$ cat src/rtl/serial_alu_pkg.sv
// Shared types and helpers for the serial ALU: opcode and FSM state enums,
// frame-length function and the frame parity helper.
package serial_alu_pkg;

    typedef enum logic [2:0] {
        OP_CLR = 3'd0,
        OP_ADD = 3'd1,
        OP_SUB = 3'd2,
        OP_MUL = 3'd3,
        OP_DIV = 3'd4,
        OP_MOD = 3'd5,
        OP_AND = 3'd6,
        OP_XOR = 3'd7
    } op_e;

    typedef enum logic [1:0] {
        ST_HUNT = 2'd0,
        ST_LOAD = 2'd1,
        ST_EXEC = 2'd2
    } state_e;

    // Longest frame for the widest legal operand (W = 16).
    localparam int FRAME_MAX = 37;

    // Frame: exe + 3-bit op + A + B + parity.
    function automatic int frame_len(input int w);
        return (2 * w) + 5;
    endfunction

    // Returns 1 when the frame has odd parity, i.e. the even-parity check fails.
    function automatic logic parity_odd(input logic [FRAME_MAX-1:0] v);
        return ^v;
    endfunction

endpackage

$ cat src/rtl/serial_pre_det.sv
// Preamble detector: PRE_LEN-bit history of consumed bits, oldest bit at MSB.
// match is asserted in the cycle whose consumed bit completes the pattern, so
// the very next consumed bit is the first frame bit.
module serial_pre_det #(
    parameter int                 PRE_LEN = 4,
    parameter logic [PRE_LEN-1:0] PRE     = 4'b1010
) (
    input  logic clk,
    input  logic rst,
    input  logic clr,
    input  logic bit_in,
    input  logic bit_en,
    output logic match
);

    logic [PRE_LEN-1:0] hist_q;
    logic [PRE_LEN-1:0] hist_d;

    // History after shifting in the current bit; also the compare operand.
    always_comb begin
        hist_d = {hist_q[PRE_LEN-2:0], bit_in};
    end

    assign match = bit_en & (hist_d == PRE);

    // History register: cleared by reset or clr, otherwise shifts on consumed bits.
    always_ff @(posedge clk) begin
        if (rst || clr) begin
            hist_q <= {PRE_LEN{1'b0}};
        end else if (bit_en) begin
            hist_q <= hist_d;
        end else begin
            hist_q <= hist_q;
        end
    end

endmodule

$ cat src/rtl/serial_alu_p.sv
// Serial ALU: hunts for a preamble, captures an LSB-first frame
// (exe, op, A, B, parity), executes it and presents a registered result
// with a one-cycle res_valid pulse during EXEC.
module serial_alu_p
    import serial_alu_pkg::*;
#(
    parameter int                 W       = 8,
    parameter int                 PRE_LEN = 4,
    parameter logic [PRE_LEN-1:0] PRE     = 4'b1010
) (
    input  logic           clk,
    input  logic           rst,
    input  logic           data_in,
    input  logic           data_en,
    output logic [2*W-1:0] res_out,
    output logic           res_valid,
    output logic           err,
    output logic           busy
);

    localparam int F  = frame_len(W);
    localparam int CW = $clog2(F);

    state_e         state_q;
    logic [CW-1:0]  cnt_q;
    logic [F-1:0]   frame_q;
    logic [F-1:0]   frame_d;
    logic [2*W-1:0] res_out_q;
    logic           res_valid_q;
    logic           err_q;
    logic           busy_q;

    logic           hunt_en_s;
    logic           hunt_clr_s;
    logic           pre_match_s;
    logic           last_bit_s;
    logic [W-1:0]   opa_s;
    logic [W-1:0]   opb_s;
    logic [2*W-1:0] a_ext_s;
    logic [2*W-1:0] b_ext_s;
    logic [2*W-1:0] alu_res_s;
    logic           alu_err_s;

    // Preamble search runs only in HUNT; history is held clear otherwise so
    // every return to HUNT starts from an empty history.
    assign hunt_en_s  = data_en & (state_q == ST_HUNT);
    assign hunt_clr_s = (state_q != ST_HUNT);

    serial_pre_det #(
        .PRE_LEN (PRE_LEN),
        .PRE     (PRE)
    ) u_pre_det (
        .clk    (clk),
        .rst    (rst),
        .clr    (hunt_clr_s),
        .bit_in (data_in),
        .bit_en (hunt_en_s),
        .match  (pre_match_s)
    );

    // Frame register next state: drop the consumed bit into its slot.
    always_comb begin
        frame_d = frame_q;
        if ((state_q == ST_LOAD) && data_en) begin
            frame_d[cnt_q] = data_in;
        end else begin
            frame_d = frame_q;
        end
    end

    assign last_bit_s = (state_q == ST_LOAD) && data_en && (cnt_q == CW'(F - 1));

    assign opa_s   = frame_d[4 +: W];
    assign opb_s   = frame_d[4 + W +: W];
    assign a_ext_s = {{W{1'b0}}, opa_s};
    assign b_ext_s = {{W{1'b0}}, opb_s};

    // Arithmetic on the completed frame; result is held unless a good,
    // executable frame selects a new value.
    always_comb begin
        alu_res_s = res_out_q;
        alu_err_s = 1'b0;
        if (parity_odd(FRAME_MAX'(frame_d))) begin
            alu_err_s = 1'b1;
        end else if (frame_d[0]) begin
            case (op_e'(frame_d[3:1]))
                OP_CLR: alu_res_s = {(2*W){1'b0}};
                OP_ADD: alu_res_s = a_ext_s + b_ext_s;
                OP_SUB: alu_res_s = a_ext_s - b_ext_s;
                OP_MUL: alu_res_s = a_ext_s * b_ext_s;
                OP_DIV: begin
                    if (opb_s == {W{1'b0}}) begin
                        alu_res_s = {(2*W){1'b1}};
                        alu_err_s = 1'b1;
                    end else begin
                        alu_res_s = a_ext_s / b_ext_s;
                    end
                end
                OP_MOD: begin
                    if (opb_s == {W{1'b0}}) begin
                        alu_res_s = {(2*W){1'b1}};
                        alu_err_s = 1'b1;
                    end else begin
                        alu_res_s = a_ext_s % b_ext_s;
                    end
                end
                OP_AND: alu_res_s = a_ext_s & b_ext_s;
                OP_XOR: alu_res_s = a_ext_s ^ b_ext_s;
                default: alu_res_s = res_out_q;
            endcase
        end else begin
            alu_res_s = res_out_q;
        end
    end

    // Control FSM with registered outputs; result lands as EXEC is entered.
    always_ff @(posedge clk) begin
        if (rst) begin
            state_q     <= ST_HUNT;
            cnt_q       <= {CW{1'b0}};
            frame_q     <= {F{1'b0}};
            res_out_q   <= {(2*W){1'b0}};
            res_valid_q <= 1'b0;
            err_q       <= 1'b0;
            busy_q      <= 1'b0;
        end else begin
            res_valid_q <= 1'b0;
            err_q       <= 1'b0;
            case (state_q)
                ST_HUNT: begin
                    if (pre_match_s) begin
                        state_q <= ST_LOAD;
                        cnt_q   <= {CW{1'b0}};
                        busy_q  <= 1'b1;
                    end else begin
                        busy_q  <= 1'b0;
                    end
                end
                ST_LOAD: begin
                    busy_q <= 1'b1;
                    if (data_en) begin
                        frame_q <= frame_d;
                        if (last_bit_s) begin
                            state_q     <= ST_EXEC;
                            cnt_q       <= {CW{1'b0}};
                            res_out_q   <= alu_res_s;
                            res_valid_q <= 1'b1;
                            err_q       <= alu_err_s;
                        end else begin
                            cnt_q <= cnt_q + CW'(1);
                        end
                    end
                end
                ST_EXEC: begin
                    state_q <= ST_HUNT;
                    busy_q  <= 1'b0;
                end
                default: begin
                    state_q <= ST_HUNT;
                    busy_q  <= 1'b0;
                end
            endcase
        end
    end

    assign res_out   = res_out_q;
    assign res_valid = res_valid_q;
    assign err       = err_q;
    assign busy      = busy_q;

endmodule

$ cat config.mk
export PLATFORM = sky130hd
export DESIGN_NAME = serial_alu_p
export DESIGN_NICKNAME = d
export VERILOG_FILES = /design/src/rtl/serial_alu_pkg.sv /design/src/rtl/serial_pre_det.sv /design/src/rtl/serial_alu_p.sv
export SDC_FILE = /design/constraint.sdc
export NUM_CORES = 1
export LEC_CHECK = 0
export ABC_AREA = 1
export CORE_ASPECT_RATIO = 0.75
export CORE_MARGIN = 2
export CORE_UTILIZATION = 55
export DETAILED_ROUTE_END_ITERATION = 10
export GPL_TIMING_DRIVEN = 0
export PLACE_DENSITY = 0.7
export SLEW_MARGIN = 20
export SYNTH_ARGS = -nofsm -noshare
export SYNTH_HDL_FRONTEND = slang
export SYNTH_SLANG_ARGS = --single-unit
export TNS_END_PERCENT = 5
$ cat constraint.sdc
create_clock -name clk -period 40.6 [get_ports clk]
set_input_delay 4.06 -clock clk [delete_from_list [all_inputs] [get_ports clk]]
set_output_delay 4.06 -clock clk [all_outputs]
set_load 0.005 [all_outputs]
==> results.md <==
- Status: completed
- Via count: 11500
- Root buffer cell: clkbuf_16
- First-pass GRT wire length: 52300 µm
- Starting Density: 56.2%
- Cts hold-fix bufs: 0
- Fin Clk Skew: 7.27 ps
- Critical Path End Type: flop
- EDFF count, synth: 0
- Post-synthesis mux area share: 0%
- Synth area leaders: ha_1, nand2_1, dfxtp_1, inv_1, fa_1
- Wire per inst: 15.3 µm
- CTS tree: yes
- # diodes: 0
- Synth Area in Compound Gates: 15.3%
- CP max FO: 22
- Hold Crit Depth: 2
- Endpoints failing setup: 0
- Final-layout fill cell count: 1997
- Crit path kind: in2reg
- Netlist cell types: 54
- Setup TNS: 0 ps
- Adder-cell area share of the yosys netlist: 25.4%
- Top cell type's share of synthesized area: 18.5%
- Slew Limit Fails: 0
- Skew-Pair Late Insertion Delay: 300 ps
- Rows: 45
- R2r setup slk: 6980 ps
- HPWL after DPL: 26100 µm
- Post-Synthesis Mean Instance Area: 6.44 µm²
- First DRT Iteration DRCs: 975
- Cell count along the critical path: 228
- Pin count of the biggest net entering global routing: 24
- Cell family with most CP delay: simple AND/OR/NAND/NOR gates
- Largest family of logic cells by synthesized area: simple AND/OR/NAND/NOR gates
- Routed WL: 32000 µm
- Die ar.: 21900 µm²
- Clock Tree Buf Depth: 2
- Die Wd: 170 µm
- Synth Instances: 1774
- Total Routing Usage GR: 29.6%
- Sink Count: 50
- Boundary Pins: 23
- Die height: 129 µm
- Post-synthesis sequential area ratio: 8.77%
- Synth Register Bits: 50
- Synth Area in XOR/XNOR: 6.14%
- Worst Max-Slew Pin Slew: 990 ps
- DR DRC count: 0
- H-tree depth: 2
- Slowest CP cell: clkdlybuf4s50_1
- CP max stage delay: 420 ps
- Syn. warnings: 0
- Synthesized area: 11400 µm²
- Layout area overhead: 8.89%
- Gpl congestion: 1.15
- F_max: 27.0 MHz
- Nets: 2027
- Final worst path period share: 91.4%
- Final ANT Viol Nets: 0
- Post-synth top flop: dfxtp_1
- DR pass1 iterations: 5
- Hold Vio Cnt, Final: 0
- Hold crit path type: reg2reg
- Most frequent cell on the critical path: nand2_1
- Core ar.: 20300 µm²
- Vias in the first global route: 10500
- Async SR Flop Fraction: 0%
- Initial antenna violation count: 0
- Critical path data arrival time: 37260 ps
- Layout cells sized above 1: 10.4%
- Num CTS Buffers: 5
- Reg2reg path depth: 229
- Tmin final: 37100 ps
- DP Area: 12100 µm²
- Synth Area in Simple Gates: 33.7%
- Maxcap violations: 0
- Startpoint Class: input pin
- Clock transition at path regs: 70 ps
- WP data required: 40760 ps
- Total grt overflow: 0
- Via-to-Cell Ratio: 5.46
- Bufs and invs on worst path: 49
- Relative slew slack: 33.6%
- Cell area after layout: 12400 µm²
- Cell taking the most area after synthesis: ha_1
- I/O Buffers: 21
metrics by stage:
stage          instances  hold WS [ps]  setup WS, ps  util, %
6_report            2098           469          3500     61.2
3_5_place_dp        2083           454           679     59.5
2_1_floorplan       1777           441          7430        -
3_3_place_gp        2080           451          1160     59.0
5_1_grt             2098           493         -23.2     61.2
4_1_cts             2091           465           824     60.4
Yosys cell counts (7+ instances only):
| cell type | instances |
|---|---|
| nand2_1 | 400 |
| inv_1 | 253 |
| nor2_1 | 189 |
| ha_1 | 169 |
| nand3_1 | 91 |
| a21oi_1 | 84 |
| o21ai_0 | 75 |
| dfxtp_1 | 50 |
| xnor2_1 | 41 |
| fa_1 | 39 |
| xor2_1 | 39 |
| nand2_2 | 28 |
| nand4_1 | 25 |
| or2_2 | 23 |
| a21o_1 | 22 |
| o21ai_1 | 22 |
| inv_2 | 20 |
| nand3_2 | 19 |
| o21bai_1 | 19 |
| o21a_1 | 17 |
| clkbuf_1 | 13 |
| nor3_1 | 13 |
| o31ai_1 | 13 |
| a211oi_1 | 9 |
| buf_2 | 9 |
| nor2_2 | 9 |
| nand2_4 | 8 |
| clkinv_1 | 7 |
layer usage:
metal / vias to the layer above / global-route usage [%] / share of wire [%]
met5: - / 0 / 0
met4: 0 / 4.07 / 1.2
met3: 30 / 5.54 / 8.3
met2: 331 / 46.1 / 41
met1: 5253 / 43.5 / 49
li1: 5846 / - / -
registers in the layout (all words and copies together), names as in the netlist:
signal	cells
busy	1
cnt_q	5
err	1
frame_q	21
res_out	16
res_valid	1
state_q	2
u_pre_det.hist_q	3
path summary, 6_finish.rpt:
path / startpoint / endpoint
min reg2reg: res_out[13] / res_out[13]
min: res_out[13] / res_out[13]
max: data_in / res_out[5]
max reg2reg: cnt_q[0] / res_out[5]
worst register-to-register path: cells and delay by family, from the launching register on:
family / cells / cell delay [ps]
AND/OR/NAND/NOR: 103 / 12500
AO/OA/AOI/OAI: 62 / 10330
buffers and inverters: 47 / 5300
adder cells (fa/ha/maj): 17 / 5030
flip-flops: 1 / 360
final cells by class:
type	instances	area (µm²)	share of cell area, %
plain buffers	29	159	1.28
clock buffers	5	125	1.01
clock inverters	3	48.8	0.392
inverters	283	1080	8.69
multi-input cells	1415	9320	74.9
flip-flops and latches	50	1000	8.05
well taps	282	353	2.84
repair buffers	31	348	2.80
cell families (layout without fill, tap and decap cells):
group	after synthesis	after routing
AOI/OAI and AO/OA	290	290
DFF	50	50
xor gates and xnor gates	80	80
and+or+nand+nor	833	833
other	1	4
buffers and inverters	312	351
adders and majority gates	208	208
repair_timing:
action	4_1_cts	5_1_grt
setup endpoints to repair	0	16
setup buffers	0	7
gates resized for setup	0	32
cell usage in the layout, fill, tap and decap left out, types with 5 or more instances in the layout:
master / Yosys / final
nand2_1: 400 / 399
inv_1: 253 / 251
nor2_1: 189 / 186
ha_1: 169 / 169
nand3_1: 91 / 90
a21oi_1: 84 / 82
o21ai_0: 75 / 75
dfxtp_1: 50 / 50
xnor2_1: 41 / 41
xor2_1: 39 / 39
fa_1: 39 / 39
nand2_2: 28 / 25
nand4_1: 25 / 25
or2_2: 23 / 23
a21o_1: 22 / 22
inv_2: 20 / 21
o21ai_1: 22 / 21
nand3_2: 19 / 20
clkdlybuf4s50_1: 0 / 20
o21bai_1: 19 / 19
o21a_1: 17 / 15
o31ai_1: 13 / 13
nor2_2: 9 / 12
nor3_1: 13 / 12
nand2_4: 8 / 11
clkbuf_1: 13 / 10
buf_2: 9 / 9
buf_4: 1 / 8
a211oi_1: 9 / 8
nor2_4: 6 / 6
o211ai_1: 6 / 6
nand4_2: 5 / 5
clkinv_1: 7 / 5
clkbuf_16: 0 / 5
Power is left out: the tool's default activity adds up to more than one toggle a clock period on the data nets, which glitch-free logic cannot reach.
